## config.mk

```make
export PLATFORM = sky130hd
export DESIGN_NAME = video_sync_h
export DESIGN_NICKNAME = d
export VERILOG_FILES = /design/src/rtl/video_timing_pkg.sv /design/src/rtl/video_sync_h_strobe.sv /design/src/rtl/video_sync_h.sv
export SDC_FILE = /design/constraint.sdc
export NUM_CORES = 1
export LEC_CHECK = 0
export ABC_AREA = 0
export ABC_CLOCK_PERIOD_IN_PS = 3050
export CAP_MARGIN = 15
export CORE_MARGIN = 4
export CORE_UTILIZATION = 46
export DETAILED_ROUTE_END_ITERATION = 16
export PLACE_DENSITY_LB_ADDON = 0.08
export SETUP_SLACK_MARGIN = 0.5
export SLEW_MARGIN = 20
export SYNTH_ARGS = -nofsm -noshare
export SYNTH_HDL_FRONTEND = slang
export SYNTH_SLANG_ARGS = --single-unit
```

## constraint.sdc

```tcl
create_clock -name clk -period 3.05 [get_ports clk]
set_input_delay 0.4575 -clock clk [delete_from_list [all_inputs] [get_ports clk]]
set_output_delay 0.4575 -clock clk [all_outputs]
set_load 0.01 [all_outputs]
```

## src/rtl/video_timing_pkg.sv

```systemverilog
// Shared horizontal timing constants for the Pentagon/ATM video path.
// The vertical stage reuses the position width and mode encoding from here.
package video_timing;

    localparam int POS_W = 9;
    typedef logic [POS_W-1:0] hpos_t;

    // Mode encoding used by mode_atm_n_pent and the latched mode.
    localparam logic MODE_PENT = 1'b1;
    localparam logic MODE_ATM  = 1'b0;

    localparam hpos_t HPERIOD       = 9'd448;
    localparam hpos_t HLAST         = HPERIOD - 9'd1;
    localparam hpos_t HBLNK_BEG     = 9'd0;
    localparam hpos_t HSYNC_BEG     = 9'd10;
    localparam hpos_t HSYNC_END     = 9'd43;
    localparam hpos_t HBLNK_END     = 9'd88;
    localparam hpos_t HINT_BEG      = 9'd2;
    localparam hpos_t HPIX_BEG_PENT = 9'd140;
    localparam hpos_t HPIX_END_PENT = 9'd396;
    localparam hpos_t HPIX_BEG_ATM  = 9'd108;
    localparam hpos_t HPIX_END_ATM  = 9'd428;

    // Event ordering the downstream vertical stage relies on.
    function automatic bit params_legal();
        return (HBLNK_BEG < HSYNC_BEG) && (HSYNC_BEG < HSYNC_END) &&
               (HSYNC_END < HBLNK_END) &&
               (HBLNK_END <= HPIX_BEG_PENT) && (HPIX_BEG_PENT < HPIX_END_PENT) &&
               (HPIX_END_PENT < HPERIOD) &&
               (HBLNK_END <= HPIX_BEG_ATM) && (HPIX_BEG_ATM < HPIX_END_ATM) &&
               (HPIX_END_ATM < HPERIOD);
    endfunction

endpackage

```

## src/rtl/video_sync_h_strobe.sv

```systemverilog
// One-clk strobe registered on the cend edge where hcount equals AT.
module video_strobe_at
    import video_timing::*;
#(
    parameter hpos_t AT = 9'd0
) (
    input  logic  clk,
    input  logic  rst,
    input  logic  cend,
    input  hpos_t hcount,
    output logic  strobe
);

    // Re-evaluated every clk so the strobe never outlives one cycle.
    always_ff @(posedge clk) begin
        if (rst) begin
            strobe <= 1'b0;
        end else begin
            strobe <= cend && (hcount == AT);
        end
    end

endmodule

```

## src/rtl/video_sync_h.sv

```systemverilog
// Horizontal timing generator: line counter, blank/sync/pixel-window levels
// and the one-shot line strobes feeding the vertical stage.
module video_sync_h
    import video_timing::*;
(
    input  logic              clk,
    input  logic              rst,
    input  logic              cend,
    input  logic              mode_atm_n_pent,
    output logic              hblank,
    output logic              hsync,
    output logic              hpix,
    output logic              hsync_start,
    output logic              line_start,
    output logic              hint_start,
    output logic [POS_W-1:0]  hcount
);

    logic  mode_latched;
    hpos_t hpix_beg;
    hpos_t hpix_end;

    assign hpix_beg = (mode_latched == MODE_PENT) ? HPIX_BEG_PENT : HPIX_BEG_ATM;
    assign hpix_end = (mode_latched == MODE_PENT) ? HPIX_END_PENT : HPIX_END_ATM;

    // Mode is only taken at the line wrap so a window is never cut short or doubled.
    always_ff @(posedge clk) begin
        if (rst) begin
            hcount       <= '0;
            hblank       <= 1'b0;
            hsync        <= 1'b0;
            hpix         <= 1'b0;
            mode_latched <= MODE_PENT;
        end else if (cend) begin
            if (hcount == HLAST) begin
                hcount       <= '0;
                mode_latched <= mode_atm_n_pent;
            end else begin
                hcount <= hcount + 9'd1;
            end

            if (hcount == HBLNK_BEG) begin
                hblank <= 1'b1;
            end else if (hcount == HBLNK_END) begin
                hblank <= 1'b0;
            end

            if (hcount == HSYNC_BEG) begin
                hsync <= 1'b1;
            end else if (hcount == HSYNC_END) begin
                hsync <= 1'b0;
            end

            if (hcount == hpix_beg) begin
                hpix <= 1'b1;
            end else if (hcount == hpix_end) begin
                hpix <= 1'b0;
            end
        end
    end

    video_strobe_at #(.AT(HSYNC_BEG)) u_hsync_start (
        .clk    (clk),
        .rst    (rst),
        .cend   (cend),
        .hcount (hcount),
        .strobe (hsync_start)
    );

    video_strobe_at #(.AT(HBLNK_END)) u_line_start (
        .clk    (clk),
        .rst    (rst),
        .cend   (cend),
        .hcount (hcount),
        .strobe (line_start)
    );

    video_strobe_at #(.AT(HINT_BEG)) u_hint_start (
        .clk    (clk),
        .rst    (rst),
        .cend   (cend),
        .hcount (hcount),
        .strobe (hint_start)
    );

    params_ok: assert property (@(posedge clk) params_legal());

endmodule

```

==> results.md, run 1 <==
- Status: complete, no violations
- IO buf count: 18
- Worst-Skew Late Latency: 0.30 ns
- Final #Nets: 122
- Simple-Gate Fraction of Synth Area: 31.28%
- Post-route setup TNS: 0 ns
- Util after Layout: 61.22%
- Total internal power: 0.3147 mW
- CTS Sinks: 16
- Fillers: 153
- Comb pwr share: 11.8%
- Critical path peak fanout: 14
- Worst hold path stage count: 2
- Slowest CP cell: dfxtp_1
- DR WL/cell: 13.53 um
- Clock-pin slew on the worst setup and hold paths: 0.10 ns
- Kind of critical path: reg2out
- Required time worst endpoint: 2.59 ns
- Initial Util: 48.82%
- Synth cell types: 37
- Post-synthesis mux area share: 2.349%
- R2R Path End: hcount[2]$_SDFFE_PP0P_
- Critical Path AT: 1.61 ns
- Rel. slew slack: 55.56%
- Synth area leader: dfxtp_1
- R2R depth: 4
- Gpl congestion: 0.8006
- Worst reg2reg setup slack: 1.19 ns
- Worst hold endpoint: hpix$_SDFFE_PP0P_
- Proportion of layout cells with a drive suffix above 1: 7.080%
- Flop pwr share: 53.8%
- Area of the core: 0.001745 mm^2
- Hold_sp: hpix$_SDFFE_PP0P_
- Max Cap Viol: 0
- Crit path cell chain: clkdlybuf4s50_1
- Largest family of logic cells by synthesized area: simple AND/OR/NAND/NOR gates
- RSZ-0062 raised after global routing: false
- Most frequent cells after synthesis: dfxtp_1, nand2_1, nor2_1
- Ranking of synthesized cells by area: dfxtp_1, ha_1, nand4_1, nand2_1, nor2_1
- CTS tree: yes
- Post-synth ARST share: 0%
- FF-to-FF Start: hcount[1]$_SDFFE_PP0P_
- Area share of the largest cell type after synthesis: 37.59%
- Net count after synthesis: 104
- YS warnings: 0
- FF+latch count, synth: 16
- Largest net degree at the start of global routing: 15
- Setup ws final: 0.9874 ns
- Period Utilization, post-route: 67.63%
- Compound-gate portion of the synthesized area: 11.89%
- Worst setup EP type: output port
- CTS hold repair buffers: 0
- # setup viols final: 0
- Final Routed Wirelength: 1867 um
- Layout area overhead: 25.40%
- Worst hold path class: reg2reg
- Synth Area in Adders: 5.874%
- Inserted Clock Buffers: 3
- Number of global-route vias before repair: 687
- CP startpoint kind: flop
- Top-count cell post-synth: dfxtp_1
- Post-DRT Antenna Nets: 0
- Seq/Total Area, Yosys: 37.59%
- EDFF count, synth: 0
- Crit path largest cell delay: 0.66 ns
- CP bufs+invs: 1
- Highest metal used: met4
- GRT Resource Usage Total: 16.19%
- WL met2: 804 um
- Minimum clock period after layout: 2.063 ns
- Dpl ws: 0.7517 ns
- Syn Area/Cell: 8.876 um^2
- Number of setup buffers added after CTS: 0
- Switching share of total power: 25.36%
- Via/cell ratio: 5.623
- Htree depth: 1
- Die Wd: 51.04 um
- Diode count: 0
- Io pins: 19
- Peak VDD IR: 0.3461 mV
- First-pass GRT wire length: 3167 um
- Drt pass-1 iters: 4
- Lkg Pwr: 0.3572 nW
- Slew Viols, Final: 0
- Crit path max-delay family: flip-flops
- Via Count: 776
- DR WL met3: 132 um
- Placement Rows: 15
- Synthesized instance count: 96
- Post-Syn Area: 852.1 um^2
- Worst slew pin tran: 0.6610 ns
- Initial antenna violation count: 0
- Post-DP HPWL: 1297 um
- F_max: 0.4848 GHz
- Chip Height: 51.04 um
- Max Buffers Root-to-Sink: 2
- Final hold vios: 0
- WL met1: 899 um
- Layout Skew: 0.003859 ns
- Die area: 0.002605 mm^2
- Clock Tree Root: clkbuf_4
- Final hold slack: 0.4557 ns
- Ys flop type: dfxtp_1
- Clock power frac: 34.4%
- Post-synthesis xor/xnor area fraction: 5.140%
- Drt drc: 0
- PwrDens: 394.5 mW/mm^2
- Gr ovfl total: 0
- Initial DRC count: 10
- Sw Pwr: 0.1069 mW
- Post-CTS Resized: 0
-- state kept, by name, indices dropped and copies added (netlist names) --
| name | count |
|---|---|
| hsync | 1 |
| mode_latched | 1 |
| u_hsync_start.strobe | 1 |
| hpix | 1 |
| u_line_start.strobe | 1 |
| u_hint_start.strobe | 1 |
| hblank | 1 |
| hcount | 9 |
-- power groups by stage --
stage / Clock, mW / Sequential, mW / Combinational [mW]
final: 0.145 / 0.227 / 0.0496
after global routing: 0.159 / 0.229 / 0.0550
after CTS: 0.150 / 0.227 / 0.0505
after detailed placement: 0 / 0.232 / 0.0505
after global placement: 0 / 0.231 / 0.0493
after floorplan: 0 / 0.229 / 0.0309
-- worst register-to-register path: cells and delay by family (launching register included) --
| kind | cells | cell delay [ns] |
|---|---|---|
| AO/OA/AOI/OAI | 1 | 0.64 |
| adder cells (fa/ha/maj) | 1 | 0.28 |
| AND/OR/NAND/NOR | 2 | 0.29 |
| flip-flops | 1 | 0.52 |
-- worst max path at each step --
stage | endpoint | depth (start not counted) | from | slack, ns
global placement | hblank$_SDFFE_PP0P_ | 4 | cend | 0.79
CTS | hcount[3] | 1 | hcount[3]$_SDFFE_PP0P_ | 0.98
global route | hcount[3] | 1 | hcount[3]$_SDFFE_PP0P_ | 0.92
detailed placement | hblank$_SDFFE_PP0P_ | 4 | cend | 0.75
floorplan | hblank$_SDFFE_PP0P_ | 4 | cend | 1.38
finish | hcount[3] | 1 | hcount[3]$_SDFFE_PP0P_ | 0.99
-- metrics by stage --
step | cell area, um^2 | std cells | power (mW)
after floorplan | 852.1 | 96 | 0.2604
after global placement | 1032 | 134 | 0.2806
after detailed placement | 1032 | 134 | 0.2820
after CTS | 1069 | 138 | 0.4268
after global routing | 1069 | 138 | 0.4430
final | 1069 | 138 | 0.4215
-- placed cells by master (no fill, tap or decap), drive strengths merged, types with 4 or more instances in the layout --
cell type	n
dfxtp	16
inv	5
nand2	8
ha	4
o31ai	4
nand3	4
clkbuf	4
nand4	5
clkdlybuf4s50	18
nor2	8
-- layout make-up --
type	instances	area, um^2	area share, %
Clock buffer	4	36.28	3.396
Inverter	5	18.77	1.756
Multi-Input combinational cell	70	481.7	45.08
Sequential cell	16	320.3	29.98
Tap cell	25	31.28	2.927
Timing Repair Buffer	18	180.2	16.86
-- routing by layer --
metal,vias up,track usage [%]
li1,385,-
met1,355,21.18
met2,32,24.89
met3,4,5.248
met4,0,5.381
met5,-,0
-- cells by family after synthesis --
family / after synthesis
AOI/OAI and AO/OA: 14
xor gates and xnor gates: 5
adders and majority gates: 4
buffers and inverters: 10
DFF: 16
muxes: 2
and+or+nand+nor: 45
Power figures use the tool's default switching activity.
==> run 2, diff against run 1 <==
Settings changed: ABC_CLOCK_PERIOD_IN_PS 3050 to 1700, CORE_ASPECT_RATIO from default to 1.5, CORE_UTILIZATION 46 to 43.
Clock period 3.05 ns to 1.7 ns, I/O delays scaled along.
==> run 2 against run 1 <==
Effect of this change:
- via count grew 19%
- sequential cell count is the same
- non-clock buffer count grew 31
- clock power grew 46%
- register-to-register slack lost 1.0 ns
- core utilization grew 17 points
- wire length grew 38%
- design area grew 35%
- critical endpoint is now hblank$_SDFFE_PP0P_
- combinational power grew to 3.4 times the previous value
==> results.md, run 2 (same netlist as run 1, synthesis figures left out) <==
- GRT Resource Usage Total: 18.84% (was 16.19%)
- DR WL/cell: 15.59 um (was 13.53 um)
- CP startpoint kind: flop (unchanged)
- First-pass GRT wire length: 3960 um (was 3167 um)
- Finished Cell Area: 0.001446 mm^2 (was 0.001069 mm^2)
- Final #Nets: 153 (was 122)
- IO buf count: 18 (unchanged)
- Die Wd: 44.35 um (was 51.04 um)
- Placement Rows: 19 (was 15)
- Inserted Clock Buffers: 3 (unchanged)
- Final Routed Wirelength: 2573 um (was 1867 um)
- Critical Path AT: 1.75 ns (was 1.61 ns)
- Layout Skew: 0.005851 ns (was 0.003859 ns)
- Final hold slack: 0.4677 ns (was 0.4557 ns)
- Layout area overhead: 69.75% (was 25.40%)
- Max Cap Viol: 0 (unchanged)
- Critical path peak fanout: 4 (was 14)
- Top reg by flops: hcount (unchanged)
- Initial antenna violation count: 0 (unchanged)
- Die area: 0.002772 mm^2 (was 0.002605 mm^2)
- Post-DRT Antenna Nets: 0 (unchanged)
- Met2 GRT Util: 33.58% (was 24.89%)
- Fillers: 121 (was 153)
- Via Count: 921 (was 776)
- Drt drc: 0 (unchanged)
- Lkg Pwr: 0.5697 nW (was 0.3572 nW)
- CTS Sinks: 16 (unchanged)
- RSZ-0062 raised after global routing: true (was false)
- Worst hold path class: reg2reg (unchanged)
- Proportion of layout cells with a drive suffix above 1: 48.61% (was 7.080%)
- Period Utilization, post-route: 91.12%
- F_max: 0.6455 GHz
- Diode count: 0 (unchanged)
- Layer with the highest usage: met2 (unchanged)
- Slew Viols, Final: 0 (unchanged)
- Inst Count DP: 139 (was 134)
- Util after Layout: 78.00% (was 61.22%)
- Htree depth: 1 (unchanged)
- GR Util met3: 3.458% (was 5.248%)
- # setup viols final: 0 (unchanged)
- Status: complete, no violations (unchanged)
- Kind of critical path: reg2reg (was reg2out)
- Commonest non-fill, non-tap cells in the layout: buf_4, buf_6, nor2_1, nand2_1, dfxtp_1 (was clkdlybuf4s50_1, dfxtp_1, nand2_1, nor2_1)
- Number of global-route vias before repair: 879 (was 687)
- Met1 Use GR: 20.25% (was 21.18%)
- Post-DP HPWL: 1494 um (was 1297 um)
- Minimum clock period after layout: 1.549 ns
- Worst slew pin tran: 0.3186 ns (was 0.6610 ns)
- Chip Height: 62.52 um (was 51.04 um)
- Commonest non-fill, non-tap cell in the layout: buf_4 (was clkdlybuf4s50_1)
- Gr ovfl total: 0 (unchanged)
- Drt pass-1 iters: 4 (unchanged)
- Final hold vios: 0 (unchanged)
- Initial Util: 45.95% (was 48.82%)
- Initial DRC count: 28 (was 10)
- Clock-pin slew on the worst setup and hold paths: 0.10 ns (about the same)
- Max Buffers Root-to-Sink: 2 (unchanged)
- PwrDens: 538.3 mW/mm^2 (was 394.5 mW/mm^2)
- Number of flip-flops in the largest register: 9 (unchanged)
- Post-route setup TNS: 0 ns (unchanged)
- Worst-Skew Late Latency: 0.29 ns (was 0.30 ns)
- Area of the core: 0.001854 mm^2 (was 0.001745 mm^2)
- Peak VDD IR: 0.5791 mV (was 0.3461 mV)
- Clock Tree Root: clkbuf_4 (unchanged)
- Placed inst area: 0.001145 mm^2 (was 0.001032 mm^2)
- Required time worst endpoint: 1.90 ns (was 2.59 ns)
- CTS tree: yes (unchanged)
- Via/cell ratio: 5.582 (was 5.623)
- Worst setup EP type: flop (was output port)
- Gpl congestion: 0.8264 (was 0.8006)
- Worst reg2reg setup slack: 0.15 ns (was 1.19 ns)
- Rel. slew slack: 78.76% (was 55.56%)
- Cell Count, Final, Fillers Out: 165 (was 138)
- Largest net degree at the start of global routing: 11 (was 15)
- Io pins: 19 (unchanged)
==> run 2: through the flow <==
step                      setup WS (ns)  power [mW]
after floorplan                  0.1900      0.4768
after global placement          -0.2260      0.5140
after detailed placement        -0.2579      0.5173
after CTS                        0.1395      0.7592
after global routing             0.1201      0.8135
final                            0.1509      0.7786
==> run 2: power by group <==
part / internal (mW) / total (mW) / switching (mW)
clock network: 0.0852 / 0.212 / 0.127
registers: 0.383 / 0.398 / 0.0142
logic: 0.0935 / 0.169 / 0.0752
total: 0.562 / 0.779 / 0.216
==> run 2: worst paths after layout <==
kind                          startpoint                  end  cells after the start
hold / removal         hpix$_SDFFE_PP0P_    hpix$_SDFFE_PP0P_                      2
setup / recovery  hcount[8]$_SDFFE_PP0P_  hblank$_SDFFE_PP0P_                      3
setup reg to reg  hcount[8]$_SDFFE_PP0P_  hblank$_SDFFE_PP0P_                      3
hold reg to reg        hpix$_SDFFE_PP0P_    hpix$_SDFFE_PP0P_                      2
==> run 2: layout make-up <==
class                   instances  area (um^2)  share of cell area, %
multi-input cells              70        583.1                  40.31
repair buffers                 49        447.9                  30.97
flip-flops and latches         16        344.1                  23.79
well taps                      21        26.28                  1.817
clock buffers                   3        22.52                  1.557
inverters                       5        18.77                  1.298
clock inverters                 1        3.754                 0.2595
==> run 2: worst max-delay path, stage by stage (launching register included) <==
cell and delay (ns):
dfxtp_2 0.35, or3_4 0.38, or4_4 0.53, o32ai_2 0.21
==> run 2: what timing repair did <==
action | in CTS | in global routing
setup endpoints to repair | 30 | 26
setup buffers | 15 | 7
resized for setup | 60 | 17
pin swaps | 18 | 7
gates cloned | 0 | 0
hold buffers | 0 | 0
==> run 2: routing by layer <==
layer / vias up / part of all wire [%]
met5: - / 0
met4: 0 / 1.3
met3: 4 / 5.1
met2: 33 / 55
met1: 440 / 39
li1: 444 / -
